--- src/rtl/uart_tx_arbiter.sv ---
// uart_tx_arbiter
// Gives the UART TX FIFO write port to one of two byte-stream producers for a
// whole message, so the bytes of two messages never interleave.
//   requester 0 : PS/2 keyboard translator
//   requester 1 : terminal report generator
// Ports:
//   clk, rst          system clock, synchronous active-high reset
//   inValid[1:0]      requester i presents a byte
//   inData[15:0]      byte of requester i in bits [8i+7:8i]
//   inLast[1:0]       presented byte closes the message
//   inReady[1:0]      byte of requester i is accepted this cycle
//   fifoFull          FIFO cannot take a byte this cycle
//   fifoWriteRequest  FIFO write strobe (combinational)
//   fifoInData        byte written, 0 when not writing
//   grantValid        a requester holds the grant
//   grantId           index of the granted requester
//   abortPulse        one-cycle pulse when a stalled grant is revoked
//
// state | meaning
// ------+--------------------------------------------
// IDLE  | no grant; arbitrate among valid requesters
// BUSY  | grant held by grant_q until last byte or stall timeout
module uart_tx_arbiter #(
  parameter int STALL_TIMEOUT = 1024,
  parameter int CNT_WIDTH     = 11
) (
  input  logic        clk,
  input  logic        rst,
  input  logic [1:0]  inValid,
  input  logic [15:0] inData,
  input  logic [1:0]  inLast,
  output logic [1:0]  inReady,
  input  logic        fifoFull,
  output logic        fifoWriteRequest,
  output logic [7:0]  fifoInData,
  output logic        grantValid,
  output logic        grantId,
  output logic        abortPulse
);

  typedef enum logic {
    IDLE = 1'b0,
    BUSY = 1'b1
  } state_t;

  // The timeout fires on the stall cycle that brings the count to
  // STALL_TIMEOUT-1, i.e. when the registered count is STALL_TIMEOUT-2.
  localparam logic [CNT_WIDTH-1:0] CNT_LIMIT = CNT_WIDTH'(STALL_TIMEOUT - 2);
  localparam logic [CNT_WIDTH-1:0] CNT_ONE   = CNT_WIDTH'(1);

  state_t               state_q, state_d;
  logic                 grant_q, grant_d;
  logic                 prio_q, prio_d;
  logic [CNT_WIDTH-1:0] cnt_q, cnt_d;
  logic                 abort_q, abort_d;

  logic       req_valid;
  logic       req_last;
  logic [7:0] req_byte;
  logic       transfer;
  logic       stall_tick;
  logic       timeout;

  always_comb begin
    req_valid  = inValid[grant_q];
    req_last   = inLast[grant_q];
    req_byte   = grant_q ? inData[15:8] : inData[7:0];

    state_d    = state_q;
    grant_d    = grant_q;
    prio_d     = prio_q;
    cnt_d      = cnt_q;
    abort_d    = 1'b0;
    inReady    = 2'b00;
    transfer   = 1'b0;
    stall_tick = 1'b0;
    timeout    = 1'b0;

    case (state_q)
      IDLE: begin
        if (|inValid) begin
          state_d = BUSY;
          cnt_d   = '0;
          // Both valid: pointer decides; otherwise the single valid one.
          grant_d = (&inValid) ? prio_q : inValid[1];
        end
      end
      BUSY: begin
        inReady[grant_q] = !fifoFull;
        transfer         = req_valid && !fifoFull;
        // Backpressured cycles are not the requester's fault and do not count.
        stall_tick       = !req_valid && !fifoFull;
        timeout          = stall_tick && (cnt_q == CNT_LIMIT);
        if (transfer) begin
          cnt_d = '0;
          if (req_last) begin
            state_d = IDLE;
            prio_d  = ~grant_q;
          end
        end else if (timeout) begin
          state_d = IDLE;
          prio_d  = ~grant_q;
          abort_d = 1'b1;
          cnt_d   = '0;
        end else if (stall_tick && (cnt_q != '1)) begin
          cnt_d = cnt_q + CNT_ONE;
        end
      end
      default: state_d = IDLE;
    endcase

    // Nothing is accepted or written while reset is asserted, even if the
    // registers still say BUSY before the reset edge.
    if (rst) begin
      inReady  = 2'b00;
      transfer = 1'b0;
    end
  end

  always_ff @(posedge clk) begin
    if (rst) begin
      state_q <= IDLE;
      grant_q <= 1'b0;
      prio_q  <= 1'b0;
      cnt_q   <= '0;
      abort_q <= 1'b0;
    end else begin
      state_q <= state_d;
      grant_q <= grant_d;
      prio_q  <= prio_d;
      cnt_q   <= cnt_d;
      abort_q <= abort_d;
    end
  end

  assign fifoWriteRequest = transfer;
  assign fifoInData       = transfer ? req_byte : 8'h00;
  assign grantValid       = (state_q == BUSY) && !rst;
  assign grantId          = grant_q && !rst;
  assign abortPulse       = abort_q && !rst;

endmodule

--- config.mk ---
export PLATFORM = sky130hd
export DESIGN_NAME = uart_tx_arbiter
export DESIGN_NICKNAME = d
export VERILOG_FILES = /design/src/rtl/uart_tx_arbiter.sv
export SDC_FILE = /design/constraint.sdc
export NUM_CORES = 1
export LEC_CHECK = 0
export CORE_UTILIZATION = 44
export DETAILED_ROUTE_END_ITERATION = 6
export PLACE_DENSITY_LB_ADDON = 0.25
export RECOVER_POWER = 100
export SLEW_MARGIN = 20
export SYNTH_ARGS = -nofsm -noshare
export SYNTH_HDL_FRONTEND = slang
export SYNTH_SLANG_ARGS = --single-unit
--- constraint.sdc ---
create_clock -name clk -period 2.7 [get_ports clk]
set_input_delay 0.54 -clock clk [delete_from_list [all_inputs] [get_ports clk]]
set_output_delay 0.54 -clock clk [all_outputs]
set_load 0.1 [all_outputs]
==> impl_metrics.env <==
export IMPL_max_cap_violations=0
export IMPL_post_cts_repair_setup_buffers=0
export IMPL_place_inst=196
export IMPL_worst_r2r_path_depth=5
export IMPL_via_count=1168
export IMPL_cts_resized=0
export IMPL_syn_nets=155
export IMPL_drt_wirelength_per_cell_um=14.7
export IMPL_path_class="in -> out"
export IMPL_fp_dieW_um=51.1
export IMPL_antenna_found_initial=0
export IMPL_placed_area_um2=1640
export IMPL_powerDensity_nw_per_um2=339
export IMPL_end_kind="primary output"
export IMPL_insertion_delay_ps=290
export IMPL_grt_first_pass_wirelength_um=4950
export IMPL_slowest_stage="clkdlybuf4s50_1"
export IMPL_setup_viol=0
export IMPL_synth_edff_count=0
export IMPL_timing_fmax_mhz=383
export IMPL_slew_headroom_pct=51.6
export IMPL_outcome="finished clean"
export IMPL_fin_area_um2=1510
export IMPL_rsz0062_at_grt="no"
export IMPL_setup_ws_ps=87.6
export IMPL_grt_usage_pct=25.0
export IMPL_p_leak_uw=0.000558
export IMPL_ctsHoldBuffers=0
export IMPL_grt_start_max_net_pins=18
export IMPL_cp_num_buf_inv=3
export IMPL_synthDistinctLibCells=38
export IMPL_numCtsBuffers=3
export IMPL_clockRootBuffer="clkbuf_4"
export IMPL_hold_violations=0
export IMPL_cp_data_arrival_time_ps=2070
export IMPL_fin_skew_ps=8.10
export IMPL_final_min_clock_period_ps=2610
export IMPL_synth_seq_area_share_pct=28.3
export IMPL_max_stage_delay_ps=620
export IMPL_tightest_slew_ps=726
export IMPL_synthCells=130
export IMPL_nets=198
export IMPL_yosysWarnings=0
export IMPL_drv_slew=0
export IMPL_n_fill_cell=194
export IMPL_post_place_ws_ps=154
export IMPL_start_util_pct=47.5
export IMPL_numPortBuffers=36
export IMPL_gr_total_overflow=0
export IMPL_cts_buffer_depth=2
export IMPL_synth_cell_area_um2=1060
export IMPL_synthFlopType="dfxtp_1"
export IMPL_cp_common_cell="buf_4"
export IMPL_p_clk_share_pct=24.6
export IMPL_area_delta_synth_final_pct=42.7
export IMPL_crit_cells=6
export IMPL_grt_pass1_vias=1101
export IMPL_die_h_um=51.1
export IMPL_switchingPower_uw=164
export IMPL_drt_pass1_iterations=4
export IMPL_crit_required_ps=2160
export IMPL_synth_largest_area_cell="dfxtp_1"
export IMPL_synth_seq_cells=15
export IMPL_syn_avg_cell_area_um2=8.15
export IMPL_synth_area_leaders="dfxtp_1 (28%), mux2i_1 (8.5%), nor2_1 (5.0%)"
export IMPL_vdd_drop_max_mv=0.315
export IMPL_cp_start_kind="primary input"
export IMPL_stdcell_count=200
export IMPL_holdPathStages=1
export IMPL_dp_hpwl_um=2390
export IMPL_cts_sinks=15
export IMPL_io_pins=37
export IMPL_via_per_inst=5.84
export IMPL_diodes=0
export IMPL_die_area_um2=2610
export IMPL_synthArstFlopShare_pct=0
export IMPL_rows=17
export IMPL_pwr_share_comb_pct=30.5
export IMPL_wirelength_um=2930
export IMPL_worstPathCellList="clkdlybuf4s50_1, mux2_1, nand2_1, buf_4, nor2_2, buf_4"
export IMPL_cts_htree_levels=1
export IMPL_p_sw_share_pct=31.9
export IMPL_crit_fanout=9
export IMPL_place_gp_congestion=0.901
export IMPL_core_area_um2=2230
export IMPL_clk_pin_slew_ps=90
export IMPL_tritoncts="yes"
export IMPL_power_internal_uw=350
export IMPL_drt_iter0_markers=44
export IMPL_netlist_area_leader_share_pct=28.3
export IMPL_crit_family="buffers and inverters"
export IMPL_drive_above_1_share_pct=19.8
export IMPL_min_path_type="reg -> reg"
export IMPL_power_frac_seq_pct=44.8
export IMPL_drc_errors=0
export IMPL_fin_crit_sh_pct=96.8
export IMPL_ant_nets=0
## state kept, by name, summed over array words and instances, names as in the netlist
| register | count |
|---|---|
| prio_q | 1 |
| abort_q | 1 |
| grant_q | 1 |
| state_q | 1 |
| cnt_q | 11 |
## stage by stage
| step | total power [uW] | hold slack, ps | TNS (ps) | utilization (%) |
|---|---|---|---|---|
| after floorplan | 331 | 459 | -1240 | - |
| after global placement | 402 | 492 | 0 | 73.4 |
| after detailed placement | 406 | 501 | 0 | 73.4 |
| after CTS | 532 | 510 | 0 | 74.6 |
| after global routing | 541 | 557 | 0 | 67.7 |
| final | 514 | 526 | 0 | 67.7 |
## cell families (layout without fill, tap and decap cells)
logic type / after synthesis / in the layout / share of synthesized area, %
buf+inv: 15 / 57 / 6.73
simple gates: 52 / 52 / 26.4
fa+ha+maj: 2 / 2 / 2.36
compound gates: 35 / 35 / 24.4
mux: 11 / 11 / 11.7
flops: 15 / 15 / 28.3
## cell usage in the layout (no fill, tap or decap), drive strengths merged, types with 2 or more instances in the layout
cell           instances
clkdlybuf4s50         22
buf                   17
dfxtp                 15
nor2                  14
inv                   10
nand2                 10
mux2i                 10
o21ai                  9
clkbuf                 8
nor3                   6
a21oi                  6
o31ai                  5
a211oi                 4
nor2b                  3
nand3                  3
a211o                  3
or3                    3
a221oi                 3
nand4                  2
and3                   2
and4                   2
a311oi                 2
ha                     2
## final timing paths
| check | start | end | slack, ps |
|---|---|---|---|
| setup / recovery | inValid[0] | fifoInData[4] | 90 |
| hold reg to reg | cnt_q[6]$_SDFFE_PP0P_ | cnt_q[6]$_SDFFE_PP0P_ | 530 |
| setup reg to reg | cnt_q[4]$_SDFFE_PP0P_ | cnt_q[2]$_SDFFE_PP0P_ | 220 |
| hold / removal | cnt_q[6]$_SDFFE_PP0P_ | cnt_q[6]$_SDFFE_PP0P_ | 530 |
## routing by layer
metal	vias to the layer above	share of wire (%)	GRT usage (%)
li1	571	-	-
met1	544	43	30.3
met2	46	51	43.2
met3	7	5.5	7.44
met4	0	0.78	4.63
met5	-	0	0
## cells in the mapped netlist (all sizes together), types with 3 or more instances
cell / n
nor3: 6
o21ai: 9
a211o: 3
dfxtp: 15
nor2b: 3
mux2i: 10
or3: 3
a221oi: 3
a211oi: 4
a21oi: 6
clkbuf: 3
inv: 10
nand3: 3
nor2: 14
o31ai: 5
nand2: 10
## power groups by stage
stage               clock network, uW  logic, uW  registers, uW
floorplan                           0       98.1            233
detailed placement                  0        171            235
global route                      143        167            231
finish                            126        157            230
global placement                    0        167            235
CTS                               130        172            230
## layout make-up
type,count,area [um2],area share [%]
Tap cell,28,35.0,2.32
Sequential cell,15,300,19.9
Inverter,10,37.5,2.48
Multi-Input combinational cell,100,687,45.4
Timing Repair Buffer,43,427,28.2
Clock buffer,4,26.3,1.74
## worst register-to-register path, stage by stage, from the launching register on
cell and delay (ps):
dfxtp_1 440, nand4_1 300, or4_1 640, a221oi_2 660, o21ai_0 230, o31ai_1 110
Note: power is estimated with default switching activity, not from simulation.
